$ cat src/rtl/dbg_mem_arbiter.sv
// Shares the data-memory port between the CPU and the debug controller.
// A debug access stalls the CPU, waits for its outstanding reads, then takes the port for one access.
module dbg_mem_arbiter #(
    parameter int ADDR_W  = 32,
    parameter int DATA_W  = 32,
    parameter int MEM_LAT = 1
) (
    input  logic              clk,
    input  logic              rst,
    input  logic              dbg_valid,
    input  logic              dbg_rd,
    input  logic              dbg_wr,
    input  logic [3:0]        dbg_be,
    input  logic [ADDR_W-1:0] dbg_addr,
    input  logic [DATA_W-1:0] dbg_wdata,
    output logic [DATA_W-1:0] dbg_rdata,
    output logic              dbg_busy,
    input  logic              cpu_rd,
    input  logic              cpu_wr,
    input  logic [3:0]        cpu_be,
    input  logic [ADDR_W-1:0] cpu_addr,
    input  logic [DATA_W-1:0] cpu_wdata,
    output logic [DATA_W-1:0] cpu_rdata,
    output logic              cpu_stall,
    output logic              mem_rd,
    output logic              mem_wr,
    output logic [3:0]        mem_be,
    output logic [ADDR_W-1:0] mem_addr,
    output logic [DATA_W-1:0] mem_wdata,
    input  logic [DATA_W-1:0] mem_rdata
);

    typedef enum logic [1:0] {
        IDLE    = 2'd0,
        DRAIN   = 2'd1,
        ACCESS  = 2'd2,
        RD_WAIT = 2'd3
    } state_t;

    localparam int CNT_W = 3;
    localparam logic [CNT_W-1:0] CNT_LOAD = CNT_W'(MEM_LAT);
    localparam logic [CNT_W-1:0] CNT_ONE  = CNT_W'(1);

    state_t              state;
    state_t              state_nxt;
    logic [MEM_LAT-1:0]  trk;
    logic                trk_empty;
    logic                cpu_rd_issue;
    logic                dbg_req_ok;
    logic                cnt_last;
    logic [CNT_W-1:0]    cnt;
    logic                req_rd;
    logic [3:0]          req_be;
    logic [ADDR_W-1:0]   req_addr;
    logic [DATA_W-1:0]   req_wdata;

    // Exactly one of rd/wr must be set for a request to be accepted.
    assign dbg_req_ok   = dbg_valid & (dbg_rd ^ dbg_wr);
    assign cpu_rd_issue = (state == IDLE) & cpu_rd;
    assign trk_empty    = (trk == '0);
    assign cnt_last     = (cnt == CNT_ONE);
    assign cpu_rdata    = mem_rdata;

    always_ff @(posedge clk or posedge rst) begin
        if (rst) begin
            state <= IDLE;
        end else begin
            state <= state_nxt;
        end
    end

    always_comb begin
        state_nxt = state;
        case (state)
            IDLE:    if (dbg_req_ok) state_nxt = DRAIN;
            DRAIN:   if (trk_empty) state_nxt = ACCESS;
            ACCESS:  state_nxt = req_rd ? RD_WAIT : IDLE;
            RD_WAIT: if (cnt_last) state_nxt = IDLE;
            default: state_nxt = IDLE;
        endcase
    end

    // rst gates the strobes directly so the pass-through path is silent during reset.
    always_comb begin
        dbg_busy  = (state != IDLE);
        cpu_stall = (state != IDLE);
        mem_rd    = 1'b0;
        mem_wr    = 1'b0;
        mem_be    = '0;
        mem_addr  = '0;
        mem_wdata = '0;
        case (state)
            IDLE: begin
                mem_rd    = cpu_rd & ~rst;
                mem_wr    = cpu_wr & ~rst;
                mem_be    = cpu_be;
                mem_addr  = cpu_addr;
                mem_wdata = cpu_wdata;
            end
            ACCESS: begin
                mem_rd    = req_rd;
                mem_wr    = ~req_rd;
                mem_be    = req_be;
                mem_addr  = req_addr;
                mem_wdata = req_wdata;
            end
            default: ;
        endcase
    end

    // One bit per cycle of read latency; a set bit is a CPU read whose data is still due.
    always_ff @(posedge clk or posedge rst) begin
        if (rst) begin
            trk <= '0;
        end else begin
            trk <= (trk << 1) | MEM_LAT'(cpu_rd_issue);
        end
    end

    always_ff @(posedge clk or posedge rst) begin
        if (rst) begin
            cnt <= '0;
        end else if (state == ACCESS && req_rd) begin
            cnt <= CNT_LOAD;
        end else if (state == RD_WAIT) begin
            cnt <= cnt - CNT_ONE;
        end
    end

    always_ff @(posedge clk or posedge rst) begin
        if (rst) begin
            dbg_rdata <= '0;
        end else if (state == RD_WAIT && cnt_last) begin
            dbg_rdata <= mem_rdata;
        end
    end

    always_ff @(posedge clk or posedge rst) begin
        if (rst) begin
            req_rd <= 1'b0;
        end else if (state == IDLE && dbg_req_ok) begin
            req_rd <= dbg_rd;
        end
    end

    // Request payload is only consumed after req_rd is latched, so it needs no reset.
    always_ff @(posedge clk) begin
        if (state == IDLE && dbg_req_ok) begin
            req_be    <= dbg_be;
            req_addr  <= dbg_addr;
            req_wdata <= dbg_wdata;
        end
    end

endmodule

$ cat config.mk
export PLATFORM = sky130hd
export DESIGN_NAME = dbg_mem_arbiter
export DESIGN_NICKNAME = d
export VERILOG_FILES = /design/src/rtl/dbg_mem_arbiter.sv
export SDC_FILE = /design/constraint.sdc
export NUM_CORES = 1
export LEC_CHECK = 0
export BUFFER_PORTS_ARGS = -buffer_cell sky130_fd_sc_hd__buf_2
export CAP_MARGIN = 20
export CORE_AREA = 2 2 120 122
export DETAILED_ROUTE_END_ITERATION = 16
export DIE_AREA = 0 0 122 124
export MAX_ROUTING_LAYER = met4
export PLACE_DENSITY = 0.72
export SLEW_MARGIN = 20
export SYNTH_ARGS = -nofsm -noshare
export SYNTH_HDL_FRONTEND = slang
export SYNTH_SLANG_ARGS = --single-unit
export TNS_END_PERCENT = 50
$ cat constraint.sdc
create_clock -name clk -period 4.13 [get_ports clk]
set_input_delay 0.6195 -clock clk [delete_from_list [all_inputs] [get_ports clk]]
set_output_delay 0.6195 -clock clk [all_outputs]
set_load 0.05 [all_outputs]
# --- Word-level counts from Yosys, hierarchy flattened ---
# Cells that the tools add are included.
word_totals:
  regBits: 107
  latchBits: 0
  ramBits: 0
  romBits: 0
  output_inout_bits: 136
  wordCells: 42
  memories: 0
classes:
  n_addsub: 1
  n_mul: 0
  div: 0
  order_cmp: 0
  eq_ne: 7
  shift: 0
  n_mux: 12
  n_bitwise: 7
  n_reduce_logical: 7
ops:
  columns: ["op", "n"]
  rows:
  - ["$pmux 32 s2", 2]
  - ["$mux 2", 4]
  - ["$pmux 2 s4", 1]
  - ["$pmux 4 s2", 1]
  - ["$mux 3", 2]
  - ["$ne 2x2->1 const B", 3]
  - ["$and 1x1->1", 4]
  - ["$eq 2x2->1 const B", 2]
  - ["$pmux 1 s2", 2]
  - ["$reduce_bool 2->1", 2]
  - ["$eq 3x1->1 const B", 1]
  - ["$logic_and 1x1->1", 3]
  - ["$reduce_and 3->1", 1]
  - ["$sub 3x1->3 const B", 1]
  - ["$eq 2x1->1 const B", 1]
  - ["$logic_not 2->1", 1]
  - ["$not 1->1", 2]
  - ["$xor 1x1->1", 1]

# --- Longest topological paths before layout ---
# Gate-level depths: netlist of the first run.
depth:
  word_depth: 4
  depth_mapped: 5

# --- Worst setup path before layout of the first run ---
# OpenSTA, ideal clock, no wires.
synth_path:
  kind: "input to register"
  from: "in dbg_valid"
  to: "reg req_addr[0] (enable)"
  setup_ps: 494
  t_arrival_ps: 3866
  setup_slack_ps: -230
  path_stages: 2
  n_path_buf: 0
  cell_sequence: "or3b_1 > nor2_1"
synth_between:
  elab_chain_len: 2
synth_lines:
  columns: ["element", "line", "text"]
  rows:
  - ["start, declared", "10", "input logic dbg_valid,"]
  - ["$and 1x1->1", "58", "assign dbg_req_ok = dbg_valid & (dbg_rd ^ dbg_wr);"]
  - ["$logic_and 1x1->1", "148", "if (state == IDLE && dbg_req_ok) begin"]
  - ["end signal, assigned", "150", "req_addr <= dbg_addr;"]
  - ["end, declared", "54", "logic [ADDR_W-1:0] req_addr;"]
# Every way passes these cells.
# A chain may end at the register's enable or synchronous reset.

# --- Worst setup path after layout of the first run ---
layout_path:
  from: "reg state[1]"
  to: "out mem_addr[2]"
layout_between:
  elab_chain_len: 2
  word_cells_on_any_way: 3
  cone_classes: "eq/ne: 1; mux: 1; reduce/logical: 1"
layout_lines:
  columns: ["element", "line", "text"]
  rows:
  - ["start, declared", "44", "state_t state;"]
  - ["start signal, assigned", "68", "state <= state_nxt;"]
  - ["$eq 2x2->1 or $logic_not 2->1 (tied branches)", "92", "case (state)"]
  - ["$pmux 32 s2 (*)", "92", null]
  - ["end, declared", "28", "output logic [ADDR_W-1:0] mem_addr,"]
# Every way passes the cells marked *; elsewhere a longest branch is shown, timed or not.

==> run metrics, run 1 <==
status completed; PD cells roughly 800 nW/µm²; num ports 311; first-pass GRT wire length ~19 mm; Leak between 3 and 4 nW; critical path fanouts, max between 50 and 60; # rows 43; Rel. slew slack approximately 40%; starting density of the core 36.6%; Final Power between 0.005 and 0.006 W; R2R Setup Slk 1.52 ns; Worst-Skew Late Latency approximately 0.35 ns; CTS tree done; vias in the first global route ~3,800; RSZ-0062 raised after global routing no; number of max-cap violations 0; Hold WS about 0.21 ns; fin crit share approximately three quarters; routed len/inst around 16 µm; WL final approximately 13 mm; port bufs between 300 and 400; clock network power share 15.8%; Peak VDD IR 414 µV; GRT overflow 0; Distinct cells, synth 27; startpoint types register; setup repair bufs after CTS 0; H-tree Lvls 3; switching pwr roughly 0.0028 W; pin count of the biggest net entering global routing slightly below 70; synth top area cells edfxtp_1 (41%), dfrtp_1 (19%), mux2i_1 (14%); die height 124 µm; Worst EP arrival between 2 and 2.5 ns; cells after synthesis between 300 and 400; syn_area_per_cell 13.8 µm²; core box area 13,700 µm²; initial drt markers approximately 190; Sw Share approximately 50%; DRT Pass-1 Iters 4; CTS resizes 0; slew at the pin with the worst max-slew slack between 0.8 and 0.9 ns; dpl cells 806; antenna violations before repair 1; worst r2r dst req_addr[18]$_DFFE_PP_; area grow syn2layout 35.0%; non-filler instance count after layout 823; endpoint type of the worst setup path output pin; NumNets Final between 800 and 900; DRT antenna net count 0; Hold Vio Cnt, Final 0; Final setup viols 0; Clock Skews approximately 0.014 ns; Multi-input gate area approximately 1600 µm²; syn nets around 540; layout cells sized above 1 between 50 and 60%; FF+latch area 3020 µm²; Post-Route Utilization between 40% and 50%; Int Power around 0.0027 W; Hold Buf Count CTS 0; die area about 15,000 µm²; RR Startpoint state[1]$_DFFE_PP0P_; FMAX roughly 330 MHz; GRT Util Overall between 10% and 20%; vias per inst between 4 and 5; Post-route DRC 0; HP Class input pin to async pin; reg2reg path depth 3; Clock Pin Slew Worst Setup and Hold Paths about 0.080 ns; RD Place Congestion 0.870; critical path class register to output pin; post-route setup TNS 0 ns; CTS sink cnt 107; Req. time, crit path around 3.5 ns; Seq pwr share between 30% and 40%; clk root buf clkbuf_16; filler cell count approximately 1,200; TritonCTS Buffers 9; Yosys reg bits between 100 and 150; final slew viol count 0; CTS Buffer Depth 2; Logic pwr share a little over half; Ys Warns 0; Die X 122 µm; Yosys top cell by area edfxtp_1; detailed placer's ending HPWL approximately 10 mm; Final min period around 3 ns; via count ~3,700; Post-Synthesis Cell Area 5020 µm²; sequential-to-total area share from yosys stat around three fifths; top cell type's share of synthesized area just over 40%
[synth_stat cells (all sizes together)]
cell type   n
ha          2
xnor2       1
a31o        1
mux2       32
nor2       74
a22o        1
nand3b      1
nand2b      1
o221ai      1
edfxtp     68
dfrtp      39
and2        1
nand4       1
clkbuf      4
or3b        1
buf        49
inv         7
mux2i      68
a22oi       2
o21ai       5
o22a        1
nand2       3
a31oi       1
[power by group through the flow]
stage	Clock, W	Sequential [W]	Combinational [W]
finish	0.000875	0.00169	0.00296
global route	0.000944	0.00173	0.00311
detailed placement	0	0.00171	0.00298
floorplan	0	0.00214	0.00189
CTS	0.000903	0.00169	0.00298
global placement	0	0.00169	0.00295
[layout make-up]
cell class,instances,area share [%]
Tap cell,180,3.32
Multi-Input combinational cell,197,23.7
Antenna cell,1,0.0369
Sequential cell,107,44.6
Clock buffer,10,3.53
Clock inverter,6,0.924
Inverter,7,0.388
Timing Repair Buffer,315,23.5
[worst max-delay path by stage]
stage	slack, ns	start	end
after global routing	0.93	state[1]$_DFFE_PP0P_	mem_addr[2]
after global placement	1.53	state[1]$_DFFE_PP0P_	mem_addr[22]
after floorplan	0.90	dbg_valid	req_addr[0]$_DFFE_PP_
final	1.07	state[1]$_DFFE_PP0P_	mem_addr[2]
after CTS	1.04	state[1]$_DFFE_PP0P_	mem_addr[2]
after detailed placement	1.43	state[1]$_DFFE_PP0P_	mem_addr[2]
[metrics by stage]
stage                     area, µm²  setup WS (ns)
after detailed placement       6470           1.43
after floorplan                5020          0.899
after global placement         6470           1.53
final                          6770           1.07
after CTS                      6770           1.04
after global routing           6770          0.930
[routing by layer]
layer,track usage (%),part of all wire [%],vias up
li1,-,-,1792
met1,19.3,39,1750
met2,29.6,52,171
met3,3.62,6.7,20
met4,7.04,1.9,0
met5,-,0,-
[critical path, cell delays in order (launching register included)]
cell and delay [ns]:
dfrtp_4 1.00, buf_4 0.51, mux2i_1 0.27, nor2_1 0.06, buf_2 0.24
[registers in the layout, summed over array words and instances (netlist names)]
signal     count
state          2
cnt            3
req_be         4
req_rd         1
dbg_rdata     32
trk            1
req_addr      32
req_wdata     32
[logic make-up (layout without fill, tap and decap cells)]
kind of cell	count (synthesis)	after routing	synth area share, %
flip-flops	107	107	60.2
multiplexers	100	100	23.0
AND/OR/NAND/NOR	82	82	6.59
buffers and inverters	60	338	7.96
AO/OA/AOI/OAI	12	12	1.62
adder cells (fa/ha/maj)	2	2	0.499
XOR/XNOR	1	1	0.175
other	0	1	0
[layout by cell type, fill, tap and decap left out, types with 2 or more instances in the layout]
cell type and instances:
buf_2 310, buf_4 5, mux2i_1 68, ha_1 2, clkbuf_16 9, clkinv_2 3, o21ai_0 5, inv_1 7
mux2_4 30, a22oi_1 2, inv_6 2, nor2_1 73, nand2_1 3, mux2_2 2, edfxtp_1 68, dfrtp_1 37
Note: power is estimated with default switching activity, not from simulation.
==> inputs of run 2 (changes only) <==
--- a/config.mk
+++ b/config.mk
@@ -5,13 +5,14 @@
 export SDC_FILE = /design/constraint.sdc
 export NUM_CORES = 1
 export LEC_CHECK = 0
+export ABC_AREA = 1
 export BUFFER_PORTS_ARGS = -buffer_cell sky130_fd_sc_hd__buf_2
 export CAP_MARGIN = 20
-export CORE_AREA = 2 2 120 122
+export CORE_AREA = 2 2 122 124
 export DETAILED_ROUTE_END_ITERATION = 16
-export DIE_AREA = 0 0 122 124
+export DIE_AREA = 0 0 124 126
 export MAX_ROUTING_LAYER = met4
-export PLACE_DENSITY = 0.72
+export PLACE_DENSITY = 0.69
 export SLEW_MARGIN = 20
 export SYNTH_ARGS = -nofsm -noshare
 export SYNTH_HDL_FRONTEND = slang
==> constraint.sdc (replaced) <==
create_clock -name clk -period 2.5 [get_ports clk]
set_input_delay 0.375 -clock clk [delete_from_list [all_inputs] [get_ports clk]]
set_output_delay 0.375 -clock clk [all_outputs]
set_load 0.05 [all_outputs]
==> run 2 against run 1 <==
  * Utilization fell by 2.4 points
  * Combinational power rose by 91%
  * Clock skew fell by 0.0096 ns
  * Sequential power rose by 54%
  * Via count rose by 13%
  * Die area rose by 3.3%
  * Worst setup slack got worse by 0.81 ns
  * Non-clock buffer count rose by 2
  * Critical endpoint is now mem_wdata[4]
  * Highest routed layer unchanged
==> run metrics, run 2 <==
status completed; Clock Pin Slew Worst Setup and Hold Paths 0.07 ns (about the same); Yosys reg bits 107 (unchanged); Worst EP arrival 1.87 ns (-0.58 ns); Ys Warns 0 (unchanged); first-pass GRT wire length 18.2 mm (-4.3%); GRT Util Overall 15.5% (-1.5 points); RD Place Congestion 0.788 (-9.4%); RSZ-0062 raised after global routing no; via count 4,210 (+13%); Rel. slew slack 64.0% (+23 points); number of max-cap violations 0 (unchanged); Clock Skews 0.00403 ns (-0.00961 ns); H-tree Lvls 3 (unchanged); FFs w/ async S/R, synth 36.4% (unchanged); final slew viol count 0 (unchanged); Leak 3.61 nW (+9.2%); cells after synthesis 516 (+42%); sequential-to-total area share from yosys stat 61.9% (+1.7 points); initial drt markers 163 (-13%); syn_area_per_cell 9.45 µm² (-31%); Die X 124 µm (+1.6%); EDFF count, synth 68 (unchanged); endpoint type of the worst setup path output pin; Hold WS 0.202 ns (-0.00673 ns); DRT antenna net count 0 (unchanged); routed len/inst 12.7 µm (-20%); slew at the pin with the worst max-slew slack 0.539 ns (-0.349 ns); CTS tree done; PD cells 1430 nW/µm² (+76%); most frequent cell after synthesis nand2_1; vias per inst 4.33 (-4.6%); switching pwr 0.00523 W (+88%); Multi-input gate area 1320 µm² (-18%); vias in the first global route 3,819 (+0.24%); Final min period 2.24 ns; TritonCTS Buffers 9 (unchanged); WL final 12.4 mm (-5.8%); HP Class input pin to register; Int Power 0.00441 W (+61%); clk root buf clkbuf_16; top cell type's share of synthesized area 41.9% (+1.2 points); Seq pwr share 27.0% (-3.6 points); fin crit share between 80% and 90%; Logic pwr share 58.5% (+4.9 points); Regs by FF count dbg_rdata (32), req_addr (32), req_wdata (32); antenna violations before repair 1 (unchanged); CTS resizes 0 (unchanged); Worst-Skew Late Latency 0.34 ns (about the same); port bufs 310 (unchanged); CTS sink cnt 107 (unchanged); Post-DP Area 6420 µm² (-0.77%); starting density of the core 34.1% (-2.5 points); Non-Filler Cell Area, Final 6730 µm² (-0.70%); startpoint types register; commonest cells after routing, fill and taps aside buf_2 (308), nand2_1 (183), nand3_1 (74); die area 15,600 µm² (+3.3%); clock network power share 14.5% (-1.3 points); FMAX 446 MHz; post-route setup TNS 0 ns (unchanged); die height 126 µm (+1.6%); Sw Share 54.2% (+3.8 points); Hold Vio Cnt, Final 0 (unchanged); num ports 311 (unchanged); filler cell count 1,376 (+14%); syn nets 693 (+28%); DRT Pass-1 Iters 4 (unchanged); Yosys top cell by area edfxtp_1; GRT overflow 0 (unchanged); Req. time, crit path 2.12 ns (-1.39 ns); # rows 44 (+2.3%); Post-route DRC 0 (unchanged); core box area 14,300 µm² (+4.3%); critical path fanouts, max 66 (+25%); synth cell count leaders nand2_1 (183), nand3_1 (74), edfxtp_1 (68), inv_1 (43), dfrtp_1 (39); Final Power 0.00965 W (+75%); area grow syn2layout 38.0%; Distinct cells, synth 20 (-26%); layout cells sized above 1 42.6% (-15 points); pin count of the biggest net entering global routing 69 (unchanged); Final setup viols 0 (unchanged); ys flop type edfxtp_1; critical path class register to output pin; detailed placer's ending HPWL 9.46 mm (-5.3%); leading cell type in the layout, fill and taps excluded buf_2; CTS Buffer Depth 2 (unchanged); synth top area cells edfxtp_1 (42%), dfrtp_1 (20%), nand2_1 (14%); FF+latch area 3020 µm² (-0.12%); Peak VDD IR 599 µV (+45%); Post-Synthesis Cell Area 4870 µm² (-2.8%); NumNets Final 960 (+18%)
[run 2: critical path: stages, from the launching register on]
cell,delay (ns)
dfrtp_2,0.48
nor2_4,0.27
buf_12,0.29
nand2_1,0.08
nand2_1,0.10
buf_2,0.27
[run 2: power groups by stage]
stage,combinational (W),sequential (W),clock [W]
2_1_floorplan,0.00344,0.00354,0
3_3_place_gp,0.00565,0.00263,0
3_5_place_dp,0.00570,0.00263,0
4_1_cts,0.00569,0.00261,0.00146
5_1_grt,0.00603,0.00266,0.00152
6_report,0.00564,0.00260,0.00140
[run 2: layer usage]
layer,routed length [µm],GRT usage [%],vias to the layer above
met5,0,-,-
met4,237,5.82,0
met3,1270,4.53,19
met2,6110,26.9,197
met1,4730,16.7,1815
li1,-,-,2179
[run 2: repair_timing]
action	4_1_cts	5_1_grt
buffers inserted	0	0
endpoints found under the hold margin	7	0
hold buffers	1	0
[run 2: path summary, 6_finish.rpt]
path | start | to | slack, ns | depth (start not counted)
max | state[1]$_DFFE_PP0P_ | mem_wdata[4] | 0.26 | 5
min | dbg_wdata[31] | req_wdata[31]$_DFFE_PP_ | 0.20 | 1
max reg2reg | state[1]$_DFFE_PP0P_ | req_addr[20]$_DFFE_PP_ | 0.69 | 4
min reg2reg | dbg_rdata[0]$_DFFE_PP0P_ | dbg_rdata[0]$_DFFE_PP0P_ | 0.48 | 2
max in group asynchronous | rst | dbg_rdata[6]$_DFFE_PP0P_ | 1.28 | 4
min in group asynchronous | rst | req_rd$_DFFE_PP0P_ | 0.52 | 3
[run 2: kinds of logic (layout without fill, tap and decap cells)]
group / after synthesis / count (layout) / share of synthesized area, %
AOI/OAI and AO/OA: 38 / 38 / 4.00
and+or+nand+nor: 261 / 261 / 22.2
DFF: 107 / 107 / 61.9
buffers and inverters: 107 / 379 / 11.2
adders and majority gates: 2 / 2 / 0.513
other: 0 / 1 / 0
xor gates and xnor gates: 1 / 1 / 0.180
[run 2: cell type report]
cell class                 count  share of cell area [%]
tap                          184                    3.42
inverter                      46                    2.62
sequential                   107                    44.9
timing repair buffer         317                    25.1
multi-input combinational    302                    19.6
clock buffer                  11                    3.61
antenna                        1                  0.0372
clock inverter                 5                   0.763
[run 2: through the flow]
stage / std cells / setup slack (ns) / utilization, %
finish: 973 / 0.257 / 47.0
global route: 973 / 0.132 / 47.0
CTS: 972 / 0.205 / 47.0
detailed placement: 955 / 0.591 / 44.9
global placement: 955 / 0.601 / 44.9
floorplan: 516 / 0.344 / -
